`src/rtl/seq_divider.sv`:
```
// rtl/seq_divider.sv - sequential unsigned divider with zero and power-of-two fast paths
module seq_divider #(
  parameter int DW = 4
) (
  input  logic                clk,
  input  logic                rst_n,
  input  logic                start,
  input  logic [(1<<DW)-1:0]  I,
  input  logic [(1<<DW)-1:0]  D,
  output logic [(1<<DW)-1:0]  Q,
  output logic [(1<<DW)-1:0]  R,
  output logic                busy,
  output logic                done,
  output logic                div_by_zero
);

  localparam int N = 1 << DW;
  localparam logic [N-1:0] ONE_N = 1;
  localparam logic [DW:0]  ONE_C = 1;
  localparam logic [DW:0]  CNT_LOAD = N[DW:0];

  typedef enum logic [1:0] {IDLE, CALC, FIN} state_t;

  state_t        state_q, state_d;
  // dvd_q shifts dividend bits out at the top and quotient bits in at the bottom
  logic [N-1:0]  dvd_q, dvd_d;
  logic [N-1:0]  dvs_q, dvs_d;
  logic [N-1:0]  rem_q, rem_d;
  logic [DW:0]   cnt_q, cnt_d;
  logic [N-1:0]  q_q, q_d;
  logic [N-1:0]  r_q, r_d;
  logic          dbz_q, dbz_d;

  logic [N:0]    shifted;
  logic [N-1:0]  diff;
  logic          qbit;
  logic          one_hot;
  logic [DW-1:0] shamt;

  assign Q           = q_q;
  assign R           = r_q;
  assign div_by_zero = dbz_q;
  assign busy        = (state_q == CALC);
  assign done        = (state_q == FIN);

  // One restoring step on the partial remainder, plus power-of-two detection on D
  always_comb begin
    shifted = {rem_q, dvd_q[N-1]};
    // When qbit is set the true difference is below dvs_q, so the low N bits are exact
    diff    = shifted[N-1:0] - dvs_q;
    qbit    = (shifted >= {1'b0, dvs_q});
    one_hot = (D != '0) && ((D & (D - ONE_N)) == '0);
    shamt   = '0;
    for (int k = 0; k < N; k++) begin
      if (D[k]) shamt = k[DW-1:0];
    end
  end

  // Next-state and datapath updates; results only move when FIN is entered
  always_comb begin
    state_d = state_q;
    dvd_d   = dvd_q;
    dvs_d   = dvs_q;
    rem_d   = rem_q;
    cnt_d   = cnt_q;
    q_d     = q_q;
    r_d     = r_q;
    dbz_d   = dbz_q;
    case (state_q)
      IDLE, FIN: begin
        state_d = IDLE;
        if (start) begin
          dvd_d = I;
          dvs_d = D;
          if (D == '0) begin
            q_d     = '1;
            r_d     = I;
            dbz_d   = 1'b1;
            state_d = FIN;
          end else if (one_hot) begin
            q_d     = I >> shamt;
            r_d     = I & ~({N{1'b1}} << shamt);
            dbz_d   = 1'b0;
            state_d = FIN;
          end else begin
            rem_d   = '0;
            cnt_d   = CNT_LOAD;
            state_d = CALC;
          end
        end
      end
      CALC: begin
        dvd_d = {dvd_q[N-2:0], qbit};
        rem_d = qbit ? diff : shifted[N-1:0];
        cnt_d = cnt_q - ONE_C;
        if (cnt_q == ONE_C) begin
          q_d     = {dvd_q[N-2:0], qbit};
          r_d     = qbit ? diff : shifted[N-1:0];
          dbz_d   = 1'b0;
          state_d = FIN;
        end
      end
      default: state_d = IDLE;
    endcase
  end

  // State and datapath registers, cleared immediately by reset
  always_ff @(posedge clk or negedge rst_n) begin
    if (!rst_n) begin
      state_q <= IDLE;
      dvd_q   <= '0;
      dvs_q   <= '0;
      rem_q   <= '0;
      cnt_q   <= '0;
      q_q     <= '0;
      r_q     <= '0;
      dbz_q   <= 1'b0;
    end else begin
      state_q <= state_d;
      dvd_q   <= dvd_d;
      dvs_q   <= dvs_d;
      rem_q   <= rem_d;
      cnt_q   <= cnt_d;
      q_q     <= q_d;
      r_q     <= r_d;
      dbz_q   <= dbz_d;
    end
  end

endmodule

```
`config.mk`:
```
export PLATFORM = sky130hd
export DESIGN_NAME = seq_divider
export DESIGN_NICKNAME = d
export VERILOG_FILES = /design/src/rtl/seq_divider.sv
export SDC_FILE = /design/constraint.sdc
export NUM_CORES = 1
export LEC_CHECK = 0
export CAP_MARGIN = 20
export CORE_UTILIZATION = 40
export DETAILED_ROUTE_END_ITERATION = 8
export GPL_ROUTABILITY_DRIVEN = 0
export RECOVER_POWER = 100
export SLEW_MARGIN = 20
export SYNTH_ARGS = -nofsm -noshare
export SYNTH_HDL_FRONTEND = slang
export SYNTH_SLANG_ARGS = --single-unit
export TNS_END_PERCENT = 100
```
`constraint.sdc`:
```
create_clock -name clk -period 3.1 [get_ports clk]
set_input_delay 0.465 -clock clk [delete_from_list [all_inputs] [get_ports clk]]
set_output_delay 0.465 -clock clk [all_outputs]
set_load 0.02 [all_outputs]
```
# Yosys cells after proc, flatten, opt, wreduce, memory -nomap -nowiden
# Index checks and enable logic that the tools add are counted.
# Widths: inputs -> output; s select.
[totals]
register_bits = 88
latchBits = 0
ram_bits = 0
mem_bits_ro = 0
in_bits = 35
out_inout_bits = 35
wordCells = 82
memories = 0
[op_classes]
add_sub_neg = 3
multipliers = 0
div = 0
n_lt_le_gt_ge = 1
eq_ne = 8
n_shift = 2
muxes = 46
bitwise_logic = 3
n_reduce_logical = 11
[op_table]
columns = ["cell", "n"]
rows = [
  ["$mux 16", 13],
  ["$pmux 16 s2", 4],
  ["$mux 4", 13],
  ["$and 16x16->16", 2],
  ["$logic_not 16->1", 2],
  ["$ge 17x16->1", 1],
  ["$not 16->16", 1],
  ["$reduce_bool 16->1", 1],
  ["$shl 16x4->16 const A", 1],
  ["$shr 16x4->16", 1],
  ["$sub 16x1->16 const B", 1],
  ["$sub 16x16->16", 1],
  ["$mux 5", 3],
  ["$mux 2", 5],
  ["$pmux 5 s2", 1],
  ["$reduce_and 4->1", 2],
  ["$ne 2x2->1 const B", 3],
  ["$eq 5x1->1 const B", 1],
  ["$mux 1", 5],
  ["$sub 5x1->5 const B", 1],
  ["$pmux 2 s2", 1],
  ["$reduce_and 2->1", 2],
  ["$ne 3x3->1 const B", 1],
  ["$eq 2x1->1 const B", 1],
  ["7 further kinds", 7],
]

# Logic depth before layout (Yosys ltp)
# Gate-level depths: netlist of run 1.
[logic_depth]
depth_word = 22
depth_mapped = 12
ltp_nobuf = 12

# Worst setup path before layout of run 1
# Ideal clock, no wire load.
[synth_timing]
path_kind = "register -> register"
from = "register rem_q[11]"
to = "register r_q[4], in the netlist R[4]"
setup_time_ns = 0.119
t_arrival_ns = 2.402
t_required_ns = 2.981
path_slack_ns = 0.579
path_stages_with_launch = 12
n_path_buf = 2
synth_period_minus_slack_ns = 2.521
cell_sequence = "dfrtp_1 > ha_1 > buf_2 > nand4_1 > o41ai_2 > nor3_1 > nor2_1 > nand2_2 > buf_4 > mux2i_1 > o211ai_1 > o21a_1"
[synth_between]
elab_chain_len = 4
[synth_rtl]
columns = ["item", "line_no", "rtl"]
rows = [
  ["from (decl)", "28", "logic [N-1:0] rem_q, rem_d;"],
  ["from (signal assigned)", "122", "rem_q <= rem_d;"],
  ["$ge 17x16->1", "51", "qbit = (shifted >= {1'b0, dvs_q});"],
  ["$mux 16", "98", "r_d = qbit ? diff : shifted[N-1:0];"],
  ["$mux 16", "96", "if (cnt_q == ONE_C) begin"],
  ["$pmux 16 s2", "69", "case (state_q)"],
  ["to (signal assigned)", "125", "r_q <= r_d;"],
  ["to (decl)", "31", "logic [N-1:0] r_q, r_d;"],
]
# Every way passes these cells. The select of a mux whose other input is x is not followed.
# A chain may end at the register's enable or synchronous reset.

# Worst setup path in the final report of run 1
[layout_timing]
from = "input port D[5]"
to = "register q_q[8], in the netlist Q[8]"
[layout_between]
elab_chain_len = 16
word_cells_on_any_way = 24
classes_between = "add/sub (1); eq/ne (1); shift (1); mux (15); bitwise (1); reduce/logical (5)"
[layout_rtl]
columns = ["item", "line_no", "rtl"]
rows = [
  ["from (decl)", "9", "input logic [(1<<DW)-1:0] D,"],
  ["$mux 4 (11 in series)", "55", "if (D[k]) shamt = k[DW-1:0];"],
  ["$shr 16x4->16", "81", "q_d = I >> shamt;"],
  ["$mux 16", "80", "end else if (one_hot) begin"],
  ["$mux 16", "75", "if (D == '0) begin"],
  ["$mux 16", "72", "if (start) begin"],
  ["$pmux 16 s2", "69", ""],
  ["to (signal assigned)", "124", "q_q <= q_d;"],
  ["to (decl)", "30", "logic [N-1:0] q_q, q_d;"],
]
# Parallel ways exist; a longest one is shown, timed or not. The select of a mux whose other input is x is not followed.

==> results.cfg, run 1 <==
[clock_tree]
htree_num_levels = 3
clockBufferDepth = 2
root_buffer = clkbuf_16
clock_latency_ps = 360
cts.reportedPaths.clkPinSlew_ps = 70
cts_made_buffers = 9
cts_tree = built
holdBufCountCts = 0
clock_sinks = 88

[final_layout]
fin_nets = 848
utilization = 0.512
area_growth_syn_to_layout_pct = 24.1
layout-drive-gt1-share = 0.143
final_cell_mix = nand2_1, dfrtp_1, buf_4
diodes = 0
final_area_um2 = 7500
final_common_cell = nand2_1
fin_cells = 983

[synth]
synthArstFlopShare = 1.00
synth_flop_cell = dfrtp_1
syn_avg_cell_area_um2 = 8.86
yosysSeqAreaShare = 0.364
synth_nets = 736
yosysTopAreaCellShare = 0.364
synth_cell_types = 86
ys_warn_count = 0
ys_top_cells_by_area = dfrtp_1, nand2_1, mux2i_1
postSynthCellCount = 682
synth_area_um2 = 6040
ys_seq_elements = 88
synth_top_area_cell = dfrtp_1
synth_edf_count = 0

[global_route]
grtUsageTotal = 0.256
use_met2 = 0.404
grt_pass1_vias = 5687
use_met1 = 0.345
grt_antenna_before_repair = 0
grt_pass1_wl_um = 31000
grt_use_met3 = 0.0449
grt_overflow = 0
grt_max_degree = 89
grt.busiest_layer = met2

[route]
vias = 5847
avgViaCountPerCell = 5.95
dr.pass1.iters = 7
drt-total-wl_um = 19200
first_iter_violations = 495
ant_nets = 0
drc_errors = 10
routedWlPerCell_um = 19.6

[die]
rows = 44
die_y_um = 125
ioPinCount = 70
fp.dieW_um = 125
core_area_um2 = 14600
fp.dieArea_um2 = 15600
start_util = 0.413

[placed_design]
dp_slack_ps = -117
dp_hpwl_um = 14800
port_buffers = 69
dp_cells = 967
dpl_cell_area_um2 = 7270

[sta]
tightestPinTransition_ps = 2200
slew_headroom = -0.464
hold_violations = 0
final.setup_skew_ps = 8.52
rsz0062_at_grt = false
finalSetupViolations = 0
setup_ws_ps = 156
fmax_ghz = 0.340
fin_hold_ws_ps = 473
tns_ps = 0
fin_crit_sh = 0.950
slew_violations = 89
fin_crit_ps = 2940

[power]
power_density_nw_per_um2 = 1100
p_leak_nw = 3.09
ir_worst_vdd_v = 0.000684
p_total_mw = 8.26

[min_path]
hold_start = dvd_q[1]
hp-class = reg -> reg
hold-path-cell-count = 2
holdPathEnd = dvd_q[1]

[job]
drv_cap = 1

[worst_setup_path]
critPathLaunchType = input pin
crit_slowest_cell = clkdlybuf4s50_1
timing.rr.start = rem_q[3]
rr_endpoint = R[14]
end_kind = register
crit_buf_inv = 3
crit_fanout = 7
slowest_delay_ps = 580
crit_family = compound AO/OA/AOI/OAI gates
r2r_cells = 10
cp_data_required_time_ps = 3340
reg2reg_setup_slack_ps = 170
cp_data_arrival_time_ps = 3180
crit_chain = clkdlybuf4s50_1, inv_1, a221oi_4, o21ai_2, clkbuf_1, o31a_1, o221ai_1, mux2i_1, o21ai_1, a31oi_1
criticalPathCategory = in -> reg

[outcome]
status = finished, violations left
violations = DRC, capacitance limit, slew limit
how the worst max path moves through the flow:
stage	start	endpoint	slack, ps	cells after the start
floorplan	rem_q[11]	R[4]	580	11
detailed placement	D[9]	Q[5]	-120	10
finish	D[5]	Q[8]	160	10
global route	D[9]	Q[4]	8	10
global placement	D[2]	Q[5]	-20	10
CTS	rem_q[3]	R[14]	50	10
synth_stat cells (all sizes together) (8+ instances only):
library cell  count
nand4             8
o21a             10
dfrtp            88
ha               18
nor3             11
nand3            19
inv              31
xnor2             8
a21oi            30
clkbuf           19
buf              19
mux2i            32
nor4              8
o21ai            46
a21o              9
nand2b            8
o211ai           22
nor2             61
a31oi            17
nand2           107
a22oi            13
tightest hold or removal path, stage by stage, from the launching register on:
cell	delay [ps]
dfrtp_1	340
nand2_1	50
nand2_1	50
final cells by class:
cell class,instances,area (um2)
clock inverter,5,57.6
sequential,88,2200
fill,1372,7140
tap,184,230
timing repair buffer,139,1210
clock buffer,11,233
inverter,31,116
multi-input combinational,525,3450
state kept, by name (all words and copies together) (netlist names):
name / flops
rem_q: 16
state_q: 2
cnt_q: 5
dvs_q: 16
R: 16
dvd_q: 16
Q: 16
div_by_zero: 1
power by group:
part | total (mW) | internal, mW | switching [mW] | leakage (nW)
clock network | 1.09 | 0.623 | 0.470 | 0.132
logic | 5.08 | 2.20 | 2.88 | 1.92
registers | 2.08 | 1.73 | 0.353 | 1.04
total | 8.26 | 4.56 | 3.70 | 3.09
repair_timing:
| action | in CTS | in global routing |
|---|---|---|
| gates resized for setup | 0 | 1 |
| setup buffers | 0 | 0 |
| setup endpoints to repair | 0 | 2 |
| endpoints found under the hold margin | 0 | 0 |
cell families (layout without fill, tap and decap cells):
| kind of cell | count (synthesis) | after routing | share of synthesized area |
|---|---|---|---|
| simple gates | 244 | 244 | 0.188 |
| compound gates | 214 | 214 | 0.265 |
| flops | 88 | 88 | 0.364 |
| buf+inv | 69 | 186 | 0.0650 |
| mux | 35 | 35 | 0.0586 |
| fa+ha+maj | 19 | 19 | 0.0406 |
| xor+xnor | 13 | 13 | 0.0188 |
metal layers:
layer	up-vias	part of all wire
met5	-	0
met4	0	0.032
met3	50	0.063
met2	230	0.46
met1	2839	0.44
li1	2728	-
Power figures use the tool's default switching activity.
==> inputs of run 2 (changes only) <==
--- a/config.mk
+++ b/config.mk
@@ -9,6 +9,7 @@
 export CORE_UTILIZATION = 40
 export DETAILED_ROUTE_END_ITERATION = 8
 export GPL_ROUTABILITY_DRIVEN = 0
+export PLACE_DENSITY = 0.62
 export RECOVER_POWER = 100
 export SLEW_MARGIN = 20
 export SYNTH_ARGS = -nofsm -noshare
==> results.cfg, run 2 (synthesis results as in run 1) <==
[die]
start_util = 0.413
fp.dieArea_um2 = 15600
die_y_um = 125
ioPinCount = 70
core_area_um2 = 14600
fp.dieW_um = 125
rows = 44

[sta]
slew_headroom = -0.489
setup_ws_ps = 139
rsz0062_at_grt = false
tightestPinTransition_ps = 2230
hold_violations = 0
tns_ps = 0
final.setup_skew_ps = 9.78
fin_crit_sh = 0.955
fin_crit_ps = 2960
finalSetupViolations = 0
slew_violations = 89
fmax_ghz = 0.338

[clock_tree]
cts_tree = built
root_buffer = clkbuf_16
clockBufferDepth = 2
htree_num_levels = 3
clock_latency_ps = 360
cts.reportedPaths.clkPinSlew_ps = 70
holdBufCountCts = 0
clock_sinks = 88
cts_made_buffers = 9

[route]
first_iter_violations = 533
vias = 5810
drc_errors = 12
drt-total-wl_um = 19700
avgViaCountPerCell = 5.93
routedWlPerCell_um = 20.1
dr.pass1.iters = 7
ant_nets = 0

[placed_design]
port_buffers = 69
dp_cells = 963
dp_hpwl_um = 14800
dpl_cell_area_um2 = 7230
dp_slack_ps = -61.8

[worst_setup_path]
cp_data_arrival_time_ps = 3230
crit_fanout = 22
criticalPathCategory = in -> reg
cp_data_required_time_ps = 3370
critPathLaunchType = input pin
end_kind = register

[power]
power_density_nw_per_um2 = 1100
p_leak_nw = 3.07
ir_worst_vdd_v = 0.000770

[final_layout]
final_common_cell = nand2_1
final_area_um2 = 7430
area_growth_syn_to_layout_pct = 23.0
fin_cells = 979
diodes = 0
layout-drive-gt1-share = 0.141
fin_nets = 844
final_cell_mix = nand2_1, dfrtp_1, nor2_1
utilization = 0.508

[global_route]
grt_overflow = 0
grt_pass1_wl_um = 32000
grtUsageTotal = 0.264
grt_antenna_before_repair = 0
grt_max_degree = 89
grt_pass1_vias = 5830

[outcome]
violations = DRC, capacitance limit, slew limit
status = finished, violations left

[job]
drv_cap = 1

[min_path]
hp-class = reg -> reg
## run 2: report_power, final
group / internal [mW] / switching [mW] / total [mW]
clock network: 0.573 / 0.486 / 1.06
registers: 1.73 / 0.346 / 2.08
logic: 2.15 / 2.86 / 5.02
total: 4.46 / 3.70 / 8.15
## run 2: repair_timing
| item | 4_1_cts | 5_1_grt |
|---|---|---|
| buffers inserted | 0 | 0 |
| endpoints found under the hold margin | 0 | 0 |
| setup endpoints to repair | 0 | 2 |
| resized for setup | 0 | 1 |
## run 2: path summary, 6_finish.rpt
| check | from | end | slack [ps] | depth (start not counted) |
|---|---|---|---|---|
| setup / recovery | D[5] | Q[14] | 140 | 12 |
| hold / removal | dvd_q[13] | dvd_q[13] | 470 | 2 |
| setup reg to reg | dvs_q[1] | R[15] | 220 | 10 |
| hold reg to reg | dvd_q[13] | dvd_q[13] | 470 | 2 |
| max in group asynchronous | rst_n | dvd_q[10] | 920 | 2 |
| min in group asynchronous | rst_n | dvs_q[5] | 850 | 2 |
## run 2: area by class of cell
cell class,instances,area (um2)
Inverter,31,116
Tap cell,184,230
Fill cell,1403,7210
Timing Repair Buffer,135,1180
Clock buffer,10,239
Clock inverter,6,48.8
Sequential cell,88,2200
Multi-Input combinational cell,525,3420
## run 2: stage by stage
step | hold WS [ps] | power (mW)
finish | 468 | 8.15
CTS | 166 | 8.30
global placement | 453 | 7.06
detailed placement | 456 | 7.17
floorplan | 169 | 5.55
global route | 503 | 8.83
## run 2: worst max-delay path, stage by stage
cell and delay, ps:
dlygate4sd3_1 620, nor4_1 330, buf_4 200, nand2_2 90
a221oi_1 300, nand4_1 140, buf_4 190, o21ai_4 130
buf_4 290, clkbuf_2 230, nor2_1 60, a31oi_1 160
## run 2: routing by layer
layer / GRT usage / wire length [um]
met1: 0.361 / 8920
met5: 0 / 0
met3: 0.0556 / 1350
met4: 0.123 / 634
met2: 0.399 / 8780
==> inputs of run 3 (changes only) <==
--- a/config.mk
+++ b/config.mk
@@ -9,6 +9,7 @@
 export CORE_UTILIZATION = 40
 export DETAILED_ROUTE_END_ITERATION = 8
 export GPL_ROUTABILITY_DRIVEN = 0
+export HOLD_SLACK_MARGIN = 0.15
 export PLACE_DENSITY = 0.62
 export RECOVER_POWER = 100
 export SLEW_MARGIN = 20
==> constraint.sdc (replaced) <==
create_clock -name clk -period 3.1 [get_ports clk]
set_input_delay 0.465 -clock clk [delete_from_list [all_inputs] [get_ports clk]]
set_output_delay 0.465 -clock clk [all_outputs]
set_load 0.05 [all_outputs]
==> results.cfg, run 3 (synthesis results as in run 1) <==
[outcome]
status = finished, violations left
violations = DRC

[final_layout]
n_fill_cell = 1386
fin_nets = 846
diodes = 0
utilization = 0.508
multiInputGateArea_um2 = 3430
final_common_cell = nand2_1
area_growth_syn_to_layout_pct = 23.1
ff_latch_area_um2 = 2200
fin_cells = 979
layout-drive-gt1-share = 0.138
final_cell_mix = nand2_1, dfrtp_1, nor2_1

[route]
ant_nets = 0
avgViaCountPerCell = 5.99
first_iter_violations = 598
routedWlPerCell_um = 19.9
vias = 5860
dr.pass1.iters = 8
drt-total-wl_um = 19400
drc_errors = 12

[power]
p_int_mw = 4.50
ir_worst_vdd_v = 0.000730
p_clk_frac = 0.123
power_density_nw_per_um2 = 1160
sequentialPowerShare = 0.242
p_sw_frac = 0.477
p_switching_mw = 4.12
p_total_mw = 8.62
comb_power_share = 0.635
p_leak_nw = 3.08

[clock_tree]
root_buffer = clkbuf_16
clockBufferDepth = 2
cts_tree = built
post_cts_buffers = 0
cts_made_buffers = 9
clock_sinks = 88
clock_latency_ps = 360
htree_num_levels = 3
cts.reportedPaths.clkPinSlew_ps = 60

[die]
start_util = 0.413
rows = 44
ioPinCount = 70
fp.dieW_um = 125
die_y_um = 125
core_area_um2 = 14600
fp.dieArea_um2 = 15600

[sta]
fin_crit_sh = 0.954
slew_violations = 0
rsz0062_at_grt = false
fin_hold_ws_ps = 468
fin_crit_ps = 2960
slew_headroom = 0.217
hold_violations = 0
finalSetupViolations = 0
fmax_ghz = 0.338
final.setup_skew_ps = 11.3
tightestPinTransition_ps = 1170

[worst_setup_path]
crit_path_start = D[5]
critPathLaunchType = input pin
cp_data_required_time_ps = 3330
criticalPathCategory = in -> reg
end_kind = register
crit_fanout = 17
timing.rr.start = rem_q[3]
cp_data_arrival_time_ps = 3190

[global_route]
grt_antenna_before_repair = 0
grt_pass1_vias = 5756
grt_overflow = 0
grt_max_degree = 46
grt_pass1_wl_um = 31400
grtUsageTotal = 0.258

[min_path]
hold_start = dvd_q[10]
hp-class = reg -> reg

[job]
drv_cap = 0

[placed_design]
port_buffers = 69
dp_hpwl_um = 14800
dp_cells = 964
## run 3: path summary, 6_finish.rpt
path | to | slack [ps] | cells past startpoint
setup / recovery | div_by_zero | 140 | 10
hold / removal | dvd_q[10] | 470 | 2
setup reg to reg | R[8] | 240 | 11
hold reg to reg | dvd_q[10] | 470 | 2
max in group asynchronous | dvd_q[6] | 640 | 3
min in group asynchronous | dvs_q[5] | 880 | 2
## run 3: what timing repair did
action | 4_1_cts | 5_1_grt
gates resized for setup | 0 | 1
hold endpoints to repair | 43 | 0
setup endpoints to repair | 0 | 2
hold buffers | 1 | 0
## run 3: final cells by class
class                   count  area share
clock buffers              10      0.0308
flip-flops and latches     88       0.296
repair buffers            137       0.159
inverters                  31      0.0156
clock inverters             4     0.00639
multi-input cells         525       0.461
well taps                 184      0.0310
## run 3: through the flow
| step | setup TNS [ps] | setup WS [ps] | cell area (um2) |
|---|---|---|---|
| 2_1_floorplan | 0 | 579 | 6040 |
| 3_3_place_gp | -72.6 | -72.6 | 7220 |
| 3_5_place_dp | -228 | -133 | 7220 |
| 4_1_cts | 0 | 196 | 7510 |
| 5_1_grt | 0 | 43.3 | 7440 |
| 6_report | 0 | 141 | 7440 |
## run 3: worst max-delay path, stage by stage
cell and delay [ps]:
dlygate4sd3_1 620, nor4_1 300, buf_4 190, nand4_1 90, a221oi_1 310, nand4_1 140
clkbuf_2 190, o21ai_4 170, clkbuf_2 340, mux2_1 360
## run 3: power by group through the flow
stage	registers [mW]	clock network, mW	logic [mW]
after detailed placement	2.11	0	5.53
after CTS	2.09	1.08	5.57
after global placement	2.09	0	5.44
after floorplan	2.68	0	3.33
final	2.08	1.06	5.47
after global routing	2.15	1.13	5.98
## run 3: per-layer routing
layer  share of wire  track usage  vias up
met2            0.45        0.401      237
met5               0            0        -
met3           0.077       0.0595       54
met4           0.029        0.103        0
met1            0.44        0.348     2856
li1                -            -     2713
